[src/rtl/bar_buffer_ctrl.sv]
// Double-buffered 16-bin frame store between the sample stream and the bar display.
// The back bank fills over a valid/ready handshake; banks swap only on a vsync falling edge.
module bar_buffer_ctrl #(
    parameter int DATA_WIDTH = 24,
    parameter int NUM_BINS   = 16
) (
    input  logic                  clk,
    input  logic                  rst,
    input  logic                  in_valid,
    input  logic                  in_sof,
    input  logic [DATA_WIDTH-1:0] in_data,
    output logic                  in_ready,
    input  logic                  vsync,
    input  logic                  freeze,
    input  logic [3:0]            rd_addr,
    output logic [DATA_WIDTH-1:0] rd_data,
    output logic                  swap_pulse,
    output logic [7:0]            frames_shown,
    output logic [7:0]            resync_errs
);

    typedef enum logic [1:0] {
        ST_IDLE = 2'd0,
        ST_FILL = 2'd1,
        ST_FULL = 2'd2
    } state_t;

    state_t                state_r, state_s;
    logic [3:0]            wr_idx_r, wr_idx_s;
    logic [DATA_WIDTH-1:0] bank_r [2][NUM_BINS];
    logic                  front_sel_r;
    logic                  vsync_d_r;
    logic                  swap_pulse_r;
    logic [7:0]            frames_shown_r;
    logic [7:0]            resync_errs_r;

    logic                  accept_s;
    logic                  vs_fall_s;
    logic                  swap_s;
    logic                  wr_en_s;
    logic [3:0]            wr_addr_s;
    logic                  resync_s;

    assign in_ready     = ~rst & (state_r != ST_FULL);
    assign accept_s     = in_valid & in_ready;
    assign vs_fall_s    = vsync_d_r & ~vsync;
    assign swap_s       = vs_fall_s & (state_r == ST_FULL) & ~freeze;
    assign rd_data      = bank_r[front_sel_r][rd_addr];
    assign swap_pulse   = swap_pulse_r;
    assign frames_shown = frames_shown_r;
    assign resync_errs  = resync_errs_r;

    // Write FSM next-state: decides which back-bank entry (if any) is written this cycle.
    always_comb begin
        state_s   = state_r;
        wr_idx_s  = wr_idx_r;
        wr_en_s   = 1'b0;
        wr_addr_s = 4'd0;
        resync_s  = 1'b0;
        case (state_r)
            ST_IDLE: begin
                if (accept_s && in_sof) begin
                    wr_en_s  = 1'b1;
                    wr_idx_s = 4'd1;
                    state_s  = ST_FILL;
                end else begin
                    state_s  = ST_IDLE;
                end
            end
            ST_FILL: begin
                if (accept_s && in_sof) begin
                    // Mid-frame sof restarts the frame at bin 0
                    wr_en_s  = 1'b1;
                    wr_idx_s = 4'd1;
                    resync_s = 1'b1;
                end else if (accept_s) begin
                    wr_en_s   = 1'b1;
                    wr_addr_s = wr_idx_r;
                    if (wr_idx_r == 4'(NUM_BINS - 1)) begin
                        wr_idx_s = 4'd0;
                        state_s  = ST_FULL;
                    end else begin
                        wr_idx_s = wr_idx_r + 4'd1;
                    end
                end else begin
                    state_s = ST_FILL;
                end
            end
            ST_FULL: begin
                if (swap_s) begin
                    state_s = ST_IDLE;
                end else begin
                    state_s = ST_FULL;
                end
            end
            default: begin
                state_s  = ST_IDLE;
                wr_idx_s = 4'd0;
            end
        endcase
    end

    // State, bank storage, swap bookkeeping and counters.
    always_ff @(posedge clk) begin
        if (rst) begin
            state_r        <= ST_IDLE;
            wr_idx_r       <= 4'd0;
            front_sel_r    <= 1'b0;
            vsync_d_r      <= 1'b1;
            swap_pulse_r   <= 1'b0;
            frames_shown_r <= 8'd0;
            resync_errs_r  <= 8'd0;
            for (int b = 0; b < 2; b++) begin
                for (int i = 0; i < NUM_BINS; i++) begin
                    bank_r[b][i] <= {DATA_WIDTH{1'b0}};
                end
            end
        end else begin
            state_r      <= state_s;
            wr_idx_r     <= wr_idx_s;
            vsync_d_r    <= vsync;
            swap_pulse_r <= swap_s;
            if (wr_en_s) begin
                bank_r[~front_sel_r][wr_addr_s] <= in_data;
            end
            if (swap_s) begin
                front_sel_r    <= ~front_sel_r;
                frames_shown_r <= frames_shown_r + 8'd1;
            end
            if (resync_s && (resync_errs_r != 8'hFF)) begin
                resync_errs_r <= resync_errs_r + 8'd1;
            end
        end
    end

endmodule

[config.mk]
export PLATFORM = sky130hd
export DESIGN_NAME = bar_buffer_ctrl
export DESIGN_NICKNAME = d
export VERILOG_FILES = /design/src/rtl/bar_buffer_ctrl.sv
export SDC_FILE = /design/constraint.sdc
export NUM_CORES = 1
export LEC_CHECK = 0
export BUFFER_PORTS_ARGS = -buffer_cell sky130_fd_sc_hd__buf_2
export CORE_MARGIN = 2
export CORE_UTILIZATION = 40
export DETAILED_ROUTE_END_ITERATION = 16
export GPL_ROUTABILITY_DRIVEN = 0
export GPL_TIMING_DRIVEN = 0
export PLACE_DENSITY_LB_ADDON = 0.1
export SLEW_MARGIN = 20
export SYNTH_ARGS = -nofsm -noshare
export SYNTH_HDL_FRONTEND = slang
export SYNTH_SLANG_ARGS = --single-unit
[constraint.sdc]
create_clock -name clk -period 3.6 [get_ports clk]
set_clock_uncertainty 0.2 [all_clocks]
set_input_delay 0 -clock clk [delete_from_list [all_inputs] [get_ports clk]]
set_output_delay 0 -clock clk [all_outputs]
set_load 0.05 [all_outputs]
==> impl_metrics.csv <==
group,metric,value,unit
status,status,"finished, violations left",
status,violations,"setup timing",
setup_path,rr_endpoint,"bank_r[0][351]",
synthesis,yosysMostFrequentCell,"edfxtp_1",
global_routing,grt_overflow,0,
power_and_ir_drop,swShare,0.2411,
synthesis,synth_cells,2416,
power_and_ir_drop,clockPowerShare,0.426,
setup_path,end_kind,"primary output",
drt,final_antenna_net_count,0,
setup_path,cp_max_fo,10,
die,die_area,87710,um^2
timing,timing.final.crit_period,3.604,ns
synthesis,postSynthAreaPerCell,14.13,um^2
drt,routedWlPerCell,30.95,um
global_routing,grt.total_usage,0.2729,
setup_path,crit_type,"register to primary output",
setup_path,crit_end,"rd_data[22]",
clocking,postCtsSetupBuffers,0,
synthesis,synthTopCellsByCount,"768 x edfxtp_1, 385 x mux2i_1, 225 x and3_1, 141 x nor2_1, 127 x clkbuf_1",
power_and_ir_drop,worst_ir_drop_vdd,315.9,uV
power_and_ir_drop,seq_power_share,0.494,
global_routing,grt_pass1_wl,165200,um
power_and_ir_drop,switchingPower,5.189,mW
clocking,tritoncts,"yes",
clocking,clock_latency,0.64,ns
synthesis,synth_top_cell_by_area,"edfxtp_1",
layout,fin_cells,3850,
synthesis,synth-edff-count,768,
drt,viasPerCell,5.733,
synthesis,yosysSeqAreaShare,0.6907,
min_path,min_from,"vsync",
timing,fmax,277.5,MHz
placed_design,placed_cells,3650,
synthesis,ys_dominant_reg_cell,"edfxtp_1",
die,die_x,296.2,um
synthesis,synthTopCellsByArea,"edfxtp_1 68%, mux2i_1 11%, and3_1 4.1%, a22oi_1 1.6%, nor2_1 1.6%",
layout,fin_nets,2667,
die,die_h,296.2,um
setup_path,startpoint_type,"register",
drt,vias,22070,
min_path,min_path_type,"input pin to register",
timing,maxSlewHeadroom,0.3303,
synthesis,yosys_warnings,0,
setup_path,cp.arrival,3.40,ns
synthesis,async_reset_ff_frac,0,
power_and_ir_drop,p_per_area,540.1,nW/um^2
clocking,cts_buffers,89,
power_and_ir_drop,total_power,21.52,mW
timing,hold_viol,0,
timing,setup_viol_count_final,1,
die,start_util,0.4023,
clocking,ctsLongestPathBuffers,3,
synthesis,synth_top_area_share,0.6754,
synthesis,syn_area,34140,um^2
power_and_ir_drop,p_int,16.33,mW
setup_path,reg2reg_depth,6,
synthesis,syn-num-nets,2453,
drt,dr.pass1.iters,5,
setup_path,critPathRequiredTime,3.40,ns
run,maxCapViolCount,0,
drt,finalWirelength,119200,um
layout,areaGrowthSynthToFinish,16.69,%
timing,fin_hold_ws,0.07287,ns
timing,final_max_slew_viol_count,0,
placed_design,port_buffers,74,
global_routing,grt_max_degree,25,
power_and_ir_drop,cellLeakagePower,15.94,nW
die,rows,107,
drt,drtIter0Drc,2648,
global_routing,grt_pass1_vias,21690,
clocking,clk_pin_slew_worst_paths,0.05,ns
drt,drc,0,
die,io-pin-count,76,
clocking,clockRootBuffer,"clkbuf_16",
die,core,84880,um^2
synthesis,yosys_register_bits,794,
timing,rsz0062_at_grt,"true",
timing,worst_slack,-0.003836,ns
setup_path,ff2ff_setup_slack,0.17,ns
timing,worstMarginPinSlew,0.9766,ns
layout,final_util,0.4694,
setup_path,timing.rr.start,"front_sel_r",
power_and_ir_drop,p_comb_frac,0.079,
clocking,htree_levels,3,
placed_design,dpl.hpwl,85410,um
placed_design,pre_cts_ws,0.1077,ns
layout,drive_gt1_frac,0.1410,
global_routing,antenna_found_initial,10,
timing,fin_crit_sh,1.001,
clocking,cts.sinks,794,
synthesis,ys_types,43,
==> layout by cell type (no fill, tap or decap), types with 16 or more instances in the layout <==
master,count
clkinv_2,21
mux2i_1,385
a22oi_1,73
nor2_1,139
nand2_1,120
clkinv_1,16
nand2b_2,16
dfxtp_1,26
buf_2,123
nor3_1,20
inv_1,27
a21oi_1,85
a31oi_1,22
clkbuf_16,90
and2_1,81
dlygate4sd3_1,33
clkbuf_2,39
clkbuf_1,114
buf_16,16
nand3_1,84
a22o_1,49
and3_1,225
edfxtp_1,768
==> critical path, stage by stage, from the launching register on <==
cell      delay, ns
dfxtp_1        0.49
and2_1         0.18
clkbuf_1       0.38
clkbuf_1       0.64
a21oi_1        0.14
a31oi_1        0.35
nand3_1        0.27
buf_2          0.29
==> what timing repair did <==
item	4_1_cts	5_1_grt
hold buffers	33	0
gates resized for setup	34	16
endpoints found under the setup margin	24	33
pin swaps	0	0
endpoints found under the hold margin	178	0
==> power by group through the flow <==
stage          registers, mW  clock network [mW]  logic (mW)
2_1_floorplan           10.8                   0       0.896
3_3_place_gp            10.8                   0        1.57
3_5_place_dp            10.8                   0        1.66
4_1_cts                 10.6                9.25        1.70
5_1_grt                 10.7                9.62        1.78
6_report                10.6                9.17        1.71
==> flip-flops by register name (all words and copies together), names as in the netlist, named ones only <==
signal / count
bank_r: 768
frames_shown: 8
front_sel_r: 1
resync_errs: 8
state_r: 2
swap_pulse: 1
vsync_d_r: 1
wr_idx_r: 4
==> per-stage QoR <==
| stage | instance area, um^2 | TNS, ns |
|---|---|---|
| floorplan | 34140 | 0 |
| global placement | 35950 | -60.36 |
| detailed placement | 36480 | 0 |
| CTS | 39800 | 0 |
| global route | 39840 | 0 |
| finish | 39840 | -0.003836 |
==> how the worst min path moves through the flow <==
stage / to / slack [ns] / cells past startpoint
finish: frames_shown[1] / 0.07 / 4
global route: swap_pulse / 0.1 / 4
CTS: frames_shown[1] / 0.04 / 4
detailed placement: vsync_d_r / 0.05 / 2
global placement: vsync_d_r / 0.05 / 2
floorplan: vsync_d_r / -0.08 / 1
==> layout make-up <==
class	count	area (um^2)
clock inverter	55	554.3
inverter	27	101.3
buffer	201	902.1
timing repair buffer	123	1141
sequential	794	23580
antenna	3	7.507
fill	7633	45040
multi-input combinational	1394	9762
tap	1144	1431
clock buffer	109	2361
==> logic make-up (layout without fill, tap and decap cells) <==
group           Yosys count  count (layout)  synth area share
mux                     385             385            0.1129
other cells               0               3                 0
flops                   794             794            0.6907
compound gates          257             257           0.05079
simple gates            735             735            0.1129
buf+inv                 228             515           0.02807
xor+xnor                 14              14          0.003591
fa+ha+maj                 3               3          0.001099
==> layer usage <==
metal,share of wire,up-vias,track usage
met3,0.082,197,0.04669
met1,0.43,11230,0.3847
met4,0.048,4,0.1259
met2,0.44,1078,0.4125
met5,0.00023,-,0
li1,-,9560,-
Power figures use the tool's default switching activity.
